===== src/rtl/ififo_ctrl_pkg.sv =====
// ififo_ctrl_pkg: shared state encoding and default sizes for the input-FIFO read sequencer.
package ififo_ctrl_pkg;
  typedef enum logic [1:0] {IDLE, WAIT, RUN} state_e;
  localparam int COL_DEF = 8;
  localparam int LW_DEF  = 8;
  localparam int PERF_W  = 32;
endpackage


===== src/rtl/ififo_skew_ctrl.sv =====
// ififo_skew_ctrl: skewed per-column FIFO read sequencer feeding the systolic array.
// Optional busy/stall performance counters are built when IFIFO_SKEW_CTRL_PERF_EN is defined.
module ififo_skew_ctrl
  import ififo_ctrl_pkg::*;
#(
  parameter int col = COL_DEF,
  parameter int lw  = LW_DEF
) (
  input  logic              clk,
  input  logic              reset,
  input  logic              start,
  input  logic [lw-1:0]     len,
  input  logic              stall,
  input  logic [col-1:0]    valid_col,
  output logic [col-1:0]    rd_en,
  output logic              busy,
  output logic              done
`ifdef IFIFO_SKEW_CTRL_PERF_EN
  ,
  output logic [PERF_W-1:0] busy_cycles,
  output logic [PERF_W-1:0] stall_cycles
`endif
);
  state_e          state_q, state_d;
  logic [lw:0]     t_q, t_d;
  logic [lw-1:0]   len_q, len_d;
  logic            done_q, done_d;
  logic [col-1:0]  due;
  logic [lw:0]     last;
  logic            hold;
  for (genvar c = 0; c < col; c++) begin : g_due
    localparam logic [lw:0] CV = (lw+1)'(c);
    assign due[c] = (t_q >= CV) && ((t_q - CV) < {1'b0, len_q});
  end
  // Only columns currently due can stall the wavefront; all columns freeze together.
  assign hold  = stall | |(due & ~valid_col);
  assign last  = {1'b0, len_q} + (lw+1)'(col) - (lw+1)'(2);
  assign rd_en = (state_q == RUN) ? due & {col{~hold}} : '0;
  assign busy  = state_q != IDLE;
  assign done  = done_q;
  always_comb begin
    state_d = state_q;
    t_d     = t_q;
    len_d   = len_q;
    done_d  = 1'b0;
    case (state_q)
      IDLE: if (start) begin
        len_d   = (len != '0) ? len : len_q;
        state_d = (len != '0) ? WAIT : IDLE;
        done_d  = len == '0;
      end
      WAIT: begin
        t_d     = '0;
        state_d = &valid_col ? RUN : WAIT;
      end
      RUN: if (!hold) begin
        t_d     = t_q + 1'b1;
        state_d = (t_q == last) ? IDLE : RUN;
        done_d  = t_q == last;
      end
      default: state_d = IDLE;
    endcase
  end
  always_ff @(posedge clk or negedge reset) begin
    if (!reset) begin
      state_q <= IDLE;
      t_q     <= '0;
      len_q   <= '0;
      done_q  <= 1'b0;
    end else begin
      state_q <= state_d;
      t_q     <= t_d;
      len_q   <= len_d;
      done_q  <= done_d;
    end
  end
`ifdef IFIFO_SKEW_CTRL_PERF_EN
  logic [PERF_W-1:0] busy_cnt_q, stall_cnt_q;
  always_ff @(posedge clk or negedge reset) begin
    if (!reset) begin
      busy_cnt_q  <= '0;
      stall_cnt_q <= '0;
    end else begin
      busy_cnt_q  <= (busy && ~&busy_cnt_q) ? busy_cnt_q + 1'b1 : busy_cnt_q;
      stall_cnt_q <= (state_q == RUN && hold && ~&stall_cnt_q) ? stall_cnt_q + 1'b1 : stall_cnt_q;
    end
  end
  assign busy_cycles  = busy_cnt_q;
  assign stall_cycles = stall_cnt_q;
`endif
endmodule


===== config.mk =====
export PLATFORM = sky130hd
export DESIGN_NAME = ififo_skew_ctrl
export DESIGN_NICKNAME = d
export VERILOG_FILES = /design/src/rtl/ififo_ctrl_pkg.sv /design/src/rtl/ififo_skew_ctrl.sv
export SDC_FILE = /design/constraint.sdc
export NUM_CORES = 1
export LEC_CHECK = 0
export ABC_CLOCK_PERIOD_IN_PS = 6250
export BUFFER_PORTS_ARGS = -buffer_cell sky130_fd_sc_hd__buf_2
export CAP_MARGIN = 20
export CORE_MARGIN = 2
export CORE_UTILIZATION = 51
export DETAILED_ROUTE_END_ITERATION = 8
export PLACE_DENSITY = 0.68
export SLEW_MARGIN = 40
export SYNTH_ARGS = -nofsm -noshare
export SYNTH_HDL_FRONTEND = slang
export SYNTH_SLANG_ARGS = --single-unit

===== constraint.sdc =====
create_clock -name clk -period 6.25 [get_ports clk]
set_clock_uncertainty 0.05 [all_clocks]
set_input_delay 1.25 -clock clk [delete_from_list [all_inputs] [get_ports clk]]
set_output_delay 1.25 -clock clk [all_outputs]
set_load 0.01 [all_outputs]

==> results of run 1 <==
cell usage in the layout, fill, tap and decap left out, drive strengths merged, types with 6 or more instances in the layout:
cell type | synthesis | layout
xor2 | 12 | 12
inv | 26 | 26
o21ai | 19 | 19
and3 | 7 | 7
nand2 | 51 | 51
ha | 75 | 75
o21a | 6 | 6
dfrtp | 20 | 20
nand3 | 11 | 11
buf | 11 | 34
a21oi | 25 | 25
nor2 | 29 | 29
nor3 | 14 | 14
a211o | 6 | 6
a211oi | 6 | 6
xnor2 | 32 | 32
nor4 | 11 | 11
layer usage:
| metal | wire [um] | GRT usage (%) | up-vias |
|---|---|---|---|
| met5 | 0 | 0 | - |
| met4 | 267 | 9.23 | 0 |
| met3 | 580 | 2.94 | 23 |
| met2 | 4940 | 49.0 | 120 |
| met1 | 5070 | 39.3 | 1683 |
| li1 | - | - | 1662 |
Yosys cell counts (2+ instances only):
cell type  instances  area share (%)
o221ai_1           4            0.99
buf_2              6            0.85
a211o_1            6             1.5
a21oi_1           25             3.5
nor3b_1            3            0.63
ha_1              75              26
and3_1             6             1.1
nand2_1           50             5.3
a21boi_0           2            0.42
o211a_1            2            0.56
or3_1              2            0.35
nor3_1            14             2.0
mux2_2             3            0.95
a21o_1             2            0.42
o31ai_1            4            0.85
a2111oi_0          2            0.49
nor2_1            29             3.1
xnor2_1           32             7.9
inv_1             24             2.5
o21a_1             6             1.3
xor2_1            12             3.0
o211ai_1           3            0.63
buf_1              3            0.32
nor4_1            10             1.8
and2_1             2            0.35
o22ai_1            4            0.70
a41oi_1            2            0.49
clkbuf_1           7            0.74
a32o_1             3            0.85
inv_2              2            0.21
a211oi_1           6             1.3
a22oi_1            3            0.63
nand4_1            4            0.70
o21bai_1           2            0.42
dfrtp_1           20              14
or4_1              4            0.85
nand2b_1           4            0.70
o21ai_0           19             2.7
nand3_1           11             1.6
nor2b_1            3            0.53
buf_6              2            0.63
power by group:
part,internal [mW],switching (mW)
Clock,0.0855,0.0458
Sequential,0.157,0.0263
Combinational,0.246,0.380
Total,0.489,0.452
logic make-up (layout without fill, tap and decap cells):
logic type               after synthesis  in the layout  synth area share (%)
AND/OR/NAND/NOR                      152            152                  21.8
adder cells (fa/ha/maj)               75             75                  26.4
XOR/XNOR                              44             44                  10.9
buffers and inverters                 44             64                  5.29
multiplexers                           4              4                  1.23
flip-flops                            20             20                  14.1
AO/OA/AOI/OAI                        105            105                  20.3
critical path, cell delays in order (launching register included):
cell and delay [ns]:
dfrtp_1 0.39, inv_2 0.20, ha_1 0.42, nor3b_1 0.53
nand2_1 0.13, xnor2_1 0.16, ha_1 0.31, a211oi_1 0.30
or3b_2 0.49, a211o_1 0.27, o2111a_2 0.20, and3_4 0.23
nand2_2 0.26, nor4b_1 0.10, buf_2 0.15
flip-flops by register name, indices dropped and copies added, names as in the netlist:
name     cells
len_q        8
state_q      2
done         1
t_q          9
area by class of cell:
cell class | instances | area share [%]
sequential | 20 | 13.1
inverter | 26 | 2.55
multi-input combinational | 380 | 75.0
timing repair buffer | 34 | 4.78
clock inverter | 1 | 0.786
clock buffer | 3 | 1.08
tap | 80 | 2.62
worst max-delay path by stage:
stage	to	slack [ns]	startpoint	depth (start not counted)
after floorplan	rd_en[5]	1.18	t_q[2]$_DFFE_PN0P_	16
after global placement	rd_en[5]	1.10	t_q[2]$_DFFE_PN0P_	14
after detailed placement	rd_en[5]	0.95	t_q[3]$_DFFE_PN0P_	14
after CTS	rd_en[5]	0.64	t_q[2]$_DFFE_PN0P_	14
after global routing	rd_en[5]	0.35	t_q[3]$_DFFE_PN0P_	14
final	rd_en[5]	0.53	t_q[3]$_DFFE_PN0P_	14
==> flow_summary.yaml, run 1 <==
clock_network:
  clk_pin_slew_ns: 0.08
  postCtsHoldBufs: 0
  h-tree-depth: 1
  cts_tree: "yes"
  cts-root-buf: "clkbuf_8"
  clk_latency_ns: 0.26
  clock-sinks: 20
  numCtsBuffers: 3
  clockBufferDepth: 2
  postCtsSetupBuffers: 0
  cts_repair_resize_count: 0
logic_synthesis:
  netlist_area_um2: 3550
  ys_warn_count: 0
  synth_cells: 444
  async_reset_ff_share_pct: 100
  synth-edff-count: 0
  synth.distinct_cells: 62
  synth_flop_cell: "dfrtp_1"
  ys_seq_area_share_pct: 14.1
  syn_nets: 539
  avgSynthCellArea_um2: 8.00
  synth-seq-cells: 20
layout:
  final_cell_area_um2: 3820
  area_growth_pct: 7.58
  diodes: 0
  final_cells: 544
  drive_gt1_share_pct: 11.6
  multi_input_area_um2: 2870
  regArea_um2: 502
  num-fill-cells: 655
  fin_util_pct: 56.5
  nNetsFinal: 560
grt:
  overflow: 0
  grt_antenna_before_repair: 0
  grt_max_degree: 23
  grt_usage_pct: 29.2
  grt_pass1_wl_um: 17300
  grt_pass1_vias: 3413
detailed_routing:
  vias: 3488
  post_drt_wl_per_cell_um: 20.0
  drt_iter0_markers: 265
  routed_wl_um: 10900
  dr.pass1.iters: 5
  drc_errors: 0
  final_antenna_net_count: 0
  drt-vias-per-instance: 6.41
setup_path:
  path_class: "reg2out"
  ff2ff_path_depth: 13
  worstReg2RegEnd: "state_q[1]$_DFFE_PN0P_"
  r2r_slack_ns: 1.81
  worst_setup_path_start_kind: "flip-flop"
  cp.required_ns: 4.95
  worstPathArrival_ns: 4.42
  cp-end-kind: "primary output"
  cp_max_fo: 12
  reg2reg_from: "t_q[3]$_DFFE_PN0P_"
floorplan:
  die_h_um: 87.4
  num_rows: 30
  pin_count: 30
  initial_core_util_pct: 52.6
  dieArea_um2: 7650
  fp.coreArea_um2: 6760
  die_x_um: 87.4
timing:
  hold_violations: 0
  slew_headroom_pct: 49.1
  setup_slack_ns: 0.531
  setup_viol: 0
  holdWs_ns: 0.540
  worstMarginPinSlew_ns: 0.764
  min_period_ns: 5.72
  period_share_pct: 91.5
  maxSlewViolCount: 0
  clock.fmax_mhz: 175
  rsz0062_at_grt: "no"
  setup_tns_ns: 0
power:
  p_per_area_nw_per_um2: 246
  power.total_uw: 941
  peakVddDrop_v: 0.000150
  p_leak_nw: 1.76
placement:
  dpl.cell_count: 540
  pre_cts_ws_ns: 0.955
  io_buffer_count: 29
  globalplace.congestion: 0.987
  dpl_cell_area_um2: 3740
  place.detailed.hpwl_um: 8030
run:
  maxCapViolations: 0
hold_path:
  hold_depth: 1
  hp-class: "reg2reg"
  hold_start: "state_q[1]$_DFFE_PN0P_"
  hold_end: "state_q[1]$_DFFE_PN0P_"
outcome:
  outcome: "finished, final reports clean"
(Power assumes the default switching activity.)
==> inputs of run 2 (changes only) <==
ABC_AREA = 1   (was not set)
CORE_MARGIN = not set   (was 2)
PLACE_DENSITY = 0.67   (was 0.68)
==> run 2 against run 1 <==
Net effect: global-route usage is 1.2 points lower; die area is 2.9% higher; worst setup slack better by 0.63 ns; register-to-register slack better by 0.62 ns; critical path depth is 4 higher; non-clock buffer count is 5 lower; critical path type unchanged; largest cell class unchanged.
==> flow_summary.yaml, run 2 <==
logic_synthesis:
  synth_top_area_share_pct: 24.5
  synth_top_cell_by_area: "ha_1"
  synth.most_common_cell: "nand2_1"
  netlist_area_um2: 3830
  synth-seq-cells: 20
  synth_flop_cell: "dfrtp_1"
  synth_area_leaders: "ha_1 24%, nand2_1 16%, dfrtp_1 13%, xor2_1 8.0%, inv_1 6.2%"
  ys_warn_count: 0
  synth.distinct_cells: 41
  synth_cells: 568
  async_reset_ff_share_pct: 100
  synth-edff-count: 0
  ys_seq_area_share_pct: 13.1
  avgSynthCellArea_um2: 6.75
  syn_nets: 663
  yosys-top-cells-count: "160 x nand2_1, 75 x ha_1, 63 x inv_1"
setup_path:
  worstSetupEndpoint: "rd_en[6]"
  cp.required_ns: 4.95
  r2r_slack_ns: 2.43
  startpoint: "t_q[2]$_DFFE_PN0P_"
  ff2ff_path_depth: 20
  cp-end-kind: "primary output"
  worstReg2RegEnd: "t_q[3]$_DFFE_PN0P_"
  reg2reg_from: "t_q[2]$_DFFE_PN0P_"
  worstPathArrival_ns: 3.78
  path_class: "reg2out"
  worst_setup_path_start_kind: "flip-flop"
  cp_max_fo: 13
placement:
  io_buffer_count: 29
  globalplace.congestion: 0.959
  place.detailed.hpwl_um: 8430
  dpl.cell_count: 684
layout:
  final_cells: 687
  regMostFlops: "t_q"
  diodes: 0
  nNetsFinal: 685
  fin_util_pct: 55.7
  drive_gt1_share_pct: 11.9
  layout_common_cells: "160 x nand2_1, 75 x ha_1, 63 x inv_1, 56 x nor2_1, 35 x xor2_1"
  final_common_cell: "nand2_1"
  area_growth_pct: 5.35
  largest_register_ffs: 9
  top_regs: "t_q x9, len_q x8, state_q x2"
clock_network:
  cts-root-buf: "clkbuf_8"
  clk_pin_slew_ns: 0.07
  clock-sinks: 20
  postCtsHoldBufs: 0
  postCtsSetupBuffers: 0
  cts_tree: "yes"
  h-tree-depth: 1
  numCtsBuffers: 3
  clk_latency_ns: 0.25
  clockBufferDepth: 2
  cts_repair_resize_count: 0
timing:
  worstMarginPinSlew_ns: 0.697
  clock.fmax_mhz: 197
  setup_tns_ns: 0
  rsz0062_at_grt: "no"
  min_period_ns: 5.08
  hold_violations: 0
  slew_headroom_pct: 53.6
  maxSlewViolCount: 0
  setup_viol: 0
  period_share_pct: 81.3
detailed_routing:
  final_antenna_net_count: 0
  drt-vias-per-instance: 5.27
  post_drt_wl_per_cell_um: 15.0
  drt_iter0_markers: 229
  vias: 3621
  dr.pass1.iters: 4
  drc_errors: 0
  routed_wl_um: 10300
grt:
  grt_max_degree: 21
  grt_pass1_wl_um: 16700
  grt_usage_pct: 28.0
  grt_pass1_vias: 3540
  grt_antenna_before_repair: 0
  overflow: 0
floorplan:
  dieArea_um2: 7870
  fp.coreArea_um2: 7250
  num_rows: 31
  die_x_um: 88.7
  pin_count: 30
  initial_core_util_pct: 52.9
  die_h_um: 88.7
power:
  p_per_area_nw_per_um2: 238
  peakVddDrop_v: 0.000213
  power.total_uw: 961
  p_leak_nw: 2.20
outcome:
  outcome: "finished, final reports clean"
run:
  maxCapViolations: 0
hold_path:
  hp-class: "reg2reg"
-- run 2: per-layer routing --
layer  wire length [um]  share of wire (%)  global-route usage [%]  up-vias
li1                   -                  -                       -     1876
met1               4510                 44                    33.8     1611
met2               4980                 48                    50.1      100
met3                369                3.6                    1.96       34
met4                428                4.2                    13.6        0
met5                  0                  0                       0        -
-- run 2: cell families (layout without fill, tap and decap cells) --
family	Yosys count	after routing	share of synthesized area, %
AOI/OAI and AO/OA	64	64	8.94
DFF	20	20	13.1
adders and majority gates	75	75	24.5
xor gates and xnor gates	36	36	8.22
muxes	1	1	0.294
buffers and inverters	82	102	9.92
and+or+nand+nor	290	290	35.1
-- run 2: critical path: stages (launching register included) --
cell and delay [ns]:
dfrtp_1 0.61, inv_1 0.35, ha_1 0.38, nand2_1 0.13, nor2_1 0.33, o21ai_0 0.19, xor2_1 0.17, ha_1 0.31
nand2_1 0.06, inv_1 0.05, nand2_1 0.04, nand2_1 0.05, nand2_1 0.06, nand3_1 0.10, nand3_2 0.09, nor2_4 0.13
nand3_2 0.19, nor2_1 0.15, buf_2 0.14
-- run 2: through the flow --
step           hold slack, ns  setup slack [ns]  instance area (um^2)
6_report                0.464              1.17                  4040
5_1_grt                 0.506             0.882                  4040
4_1_cts                 0.468              1.20                  4040
3_5_place_dp            0.449              1.51                  4000
3_3_place_gp            0.441              1.55                  4000
2_1_floorplan           0.419              2.14                  3830
-- run 2: worst min path at each step --
stage               cells after the start  slack, ns                 start                    to
global placement                        2       0.44  len_q[2]$_DFFE_PN0P_  len_q[2]$_DFFE_PN0P_
global route                            2       0.51  len_q[2]$_DFFE_PN0P_  len_q[2]$_DFFE_PN0P_
detailed placement                      2       0.45  len_q[2]$_DFFE_PN0P_  len_q[2]$_DFFE_PN0P_
floorplan                               2       0.42  len_q[2]$_DFFE_PN0P_  len_q[2]$_DFFE_PN0P_
finish                                  2       0.46  len_q[2]$_DFFE_PN0P_  len_q[2]$_DFFE_PN0P_
CTS                                     2       0.47  len_q[2]$_DFFE_PN0P_  len_q[2]$_DFFE_PN0P_
-- run 2: area by class of cell --
class / instances / area, um^2
clock buffer: 3 / 41.3
multi-input combinational: 466 / 2950
sequential: 20 / 500
timing repair buffer: 29 / 145
tap: 99 / 124
fill: 761 / 3210
inverter: 70 / 275
-- run 2: report_power, final --
group          switching [mW]  internal [mW]
registers              0.0260          0.157
clock network          0.0402         0.0429
logic                   0.443          0.252
==> inputs of run 3 (changes only) <==
ABC_AREA = 0   (was 1)
ABC_CLOCK_PERIOD_IN_PS = 5070   (was 6250)
PLACE_DENSITY = 0.68   (was 0.67)
clock period = 5.07 ns   (was 6.25 ns; I/O delays follow)
==> run 3 against run 2 <==
Net effect: routed wire length is 5.7% higher; worst setup slack worse by 1.0 ns; global-route usage rose by 3.7 points; flip-flop and latch count is the same; power increased by 21%; sequential share of layout area up 0.38 points; hold slack improved by 0.076 ns; critical path depth shrank 3.
==> flow_summary.yaml, run 3 (same netlist as run 1, synthesis figures left out) <==
detailed_routing:
  drt-vias-per-instance: 6.31
  post_drt_wl_per_cell_um: 19.6
  drc_errors: 0
  routed_wl_um: 10900
  dr.pass1.iters: 5
  final_antenna_net_count: 0
  drt_iter0_markers: 290
  vias: 3506
clock_network:
  clockBufferDepth: 2
  clk_latency_ns: 0.27
  cts_tree: "yes"
  h-tree-depth: 1
  clk_pin_slew_ns: 0.08
  cts-root-buf: "clkbuf_8"
  numCtsBuffers: 3
  clock-sinks: 20
setup_path:
  r2r_slack_ns: 1.14
  cp_slowest_cell: "or4b_2"
  cp_max_fo: 11
  path_class: "reg2out"
  cp-end-kind: "primary output"
  path_cells: "inv_2, buf_4, ha_1, nor2b_1, nor2_1, xnor2_1, ha_1, a211o_1, o221ai_1, a21oi_1, or4b_2, and3_4, nand2_4, a211oi_1, buf_2"
  reg2reg_from: "t_q[3]$_DFFE_PN0P_"
  worstPathArrival_ns: 3.86
  crit_top_cell: "ha_1"
  ff2ff_path_depth: 14
  cp.required_ns: 4.01
  slowest_delay_ns: 0.67
  worst_setup_path_start_kind: "flip-flop"
  startpoint: "t_q[3]$_DFFE_PN0P_"
  worstReg2RegEnd: "state_q[0]$_DFFE_PN0P_"
  worstSetupEndpoint: "rd_en[3]"
run:
  maxCapViolations: 0
floorplan:
  pin_count: 30
  die_x_um: 85.4
  initial_core_util_pct: 52.6
  num_rows: 30
  dieArea_um2: 7300
  die_h_um: 85.4
  fp.coreArea_um2: 6760
timing:
  min_period_ns: 4.92
  slew_headroom_pct: 43.8
  maxSlewViolCount: 0
  setup_slack_ns: 0.149
  worstMarginPinSlew_ns: 0.844
  hold_violations: 0
  setup_viol: 0
  period_share_pct: 97.1
  clock.fmax_mhz: 203
grt:
  grt_antenna_before_repair: 0
  grt_pass1_wl_um: 18000
  grt_max_degree: 23
  grt_pass1_vias: 3470
  grt_usage_pct: 31.6
  overflow: 0
power:
  power.total_mw: 1.17
  p_leak_nw: 1.83
  p_per_area_nw_per_um2: 297
  peakVddDrop_v: 0.000206
layout:
  drive_gt1_share_pct: 14.7
  area_growth_pct: 10.6
  final_common_cell: "ha_1"
  num-fill-cells: 646
  diodes: 0
  largest_register_ffs: 9
  top_regs: "t_q x9, len_q x8, state_q x2"
  regMostFlops: "t_q"
  nNetsFinal: 572
  layout_common_cells: "75 x ha_1, 50 x nand2_1, 32 x xnor2_1, 29 x nor2_1, 29 x buf_2"
placement:
  io_buffer_count: 29
  globalplace.congestion: 0.981
  pre_cts_ws_ns: 0.246
  place.detailed.hpwl_um: 8230
outcome:
  outcome: "finished, final reports clean"
hold_path:
  hp-class: "reg2reg"
run 3: timing repair:
item | 4_1_cts | 5_1_grt
endpoints found under the setup margin | 8 | 8
hold endpoints to repair | 0 | 0
setup buffers | 0 | 4
resized for setup | 1 | 5
hold buffers | 0 | 0
run 3: critical path: cells and delay by family (launching register included):
kind                       cells  cell delay (ns)
and+or+nand+nor                5             1.43
AOI/OAI and AO/OA              4             0.65
adders and majority gates      2             0.49
buffers and inverters          3             0.46
DFF                            1             0.41
xor gates and xnor gates       1             0.15
run 3: where the power goes:
group / switching (mW) / total [mW] / internal (mW)
combinational: 0.467 / 0.774 / 0.307
sequential: 0.0335 / 0.228 / 0.194
clock: 0.0585 / 0.164 / 0.106
total: 0.559 / 1.17 / 0.606
run 3: worst min path at each step:
stage,start,to,slack [ns],depth (start not counted)
2_1_floorplan,len_q[0]$_DFFE_PN0P_,len_q[0]$_DFFE_PN0P_,0.46,1
3_3_place_gp,state_q[1]$_DFFE_PN0P_,state_q[1]$_DFFE_PN0P_,0.51,1
3_5_place_dp,state_q[1]$_DFFE_PN0P_,state_q[1]$_DFFE_PN0P_,0.53,1
4_1_cts,state_q[1]$_DFFE_PN0P_,state_q[1]$_DFFE_PN0P_,0.55,1
5_1_grt,state_q[1]$_DFFE_PN0P_,state_q[1]$_DFFE_PN0P_,0.57,1
6_report,state_q[1]$_DFFE_PN0P_,state_q[1]$_DFFE_PN0P_,0.54,1
run 3: through the flow:
step                      area [um^2]  hold slack [ns]  instances  setup TNS [ns]  util (%)
after global routing             3930            0.568        556        -0.00184      58.1
final                            3930            0.539        556               0      58.1
after floorplan                  3550            0.462        444               0         -
after detailed placement         3800            0.531        548               0      56.3
after CTS                        3880            0.549        552               0      57.4
after global placement           3800            0.509        548               0      56.3
run 3: final cells by class:
type	instances	area (um^2)	area share, %
sequential	20	502	12.8
timing repair buffer	46	273	6.94
clock buffer	3	41.3	1.05
multi-input combinational	380	2880	73.3
inverter	26	101	2.58
tap	80	100	2.55
clock inverter	1	30.0	0.764
run 3: metal layers:
| metal | up-vias | GRT usage (%) | wire length [um] |
|---|---|---|---|
| li1 | 1691 | - | - |
| met5 | - | 0 | 0 |
| met2 | 158 | 48.5 | 4830 |
| met3 | 31 | 3.99 | 800 |
| met4 | 0 | 13.3 | 333 |
| met1 | 1626 | 44.6 | 4920 |
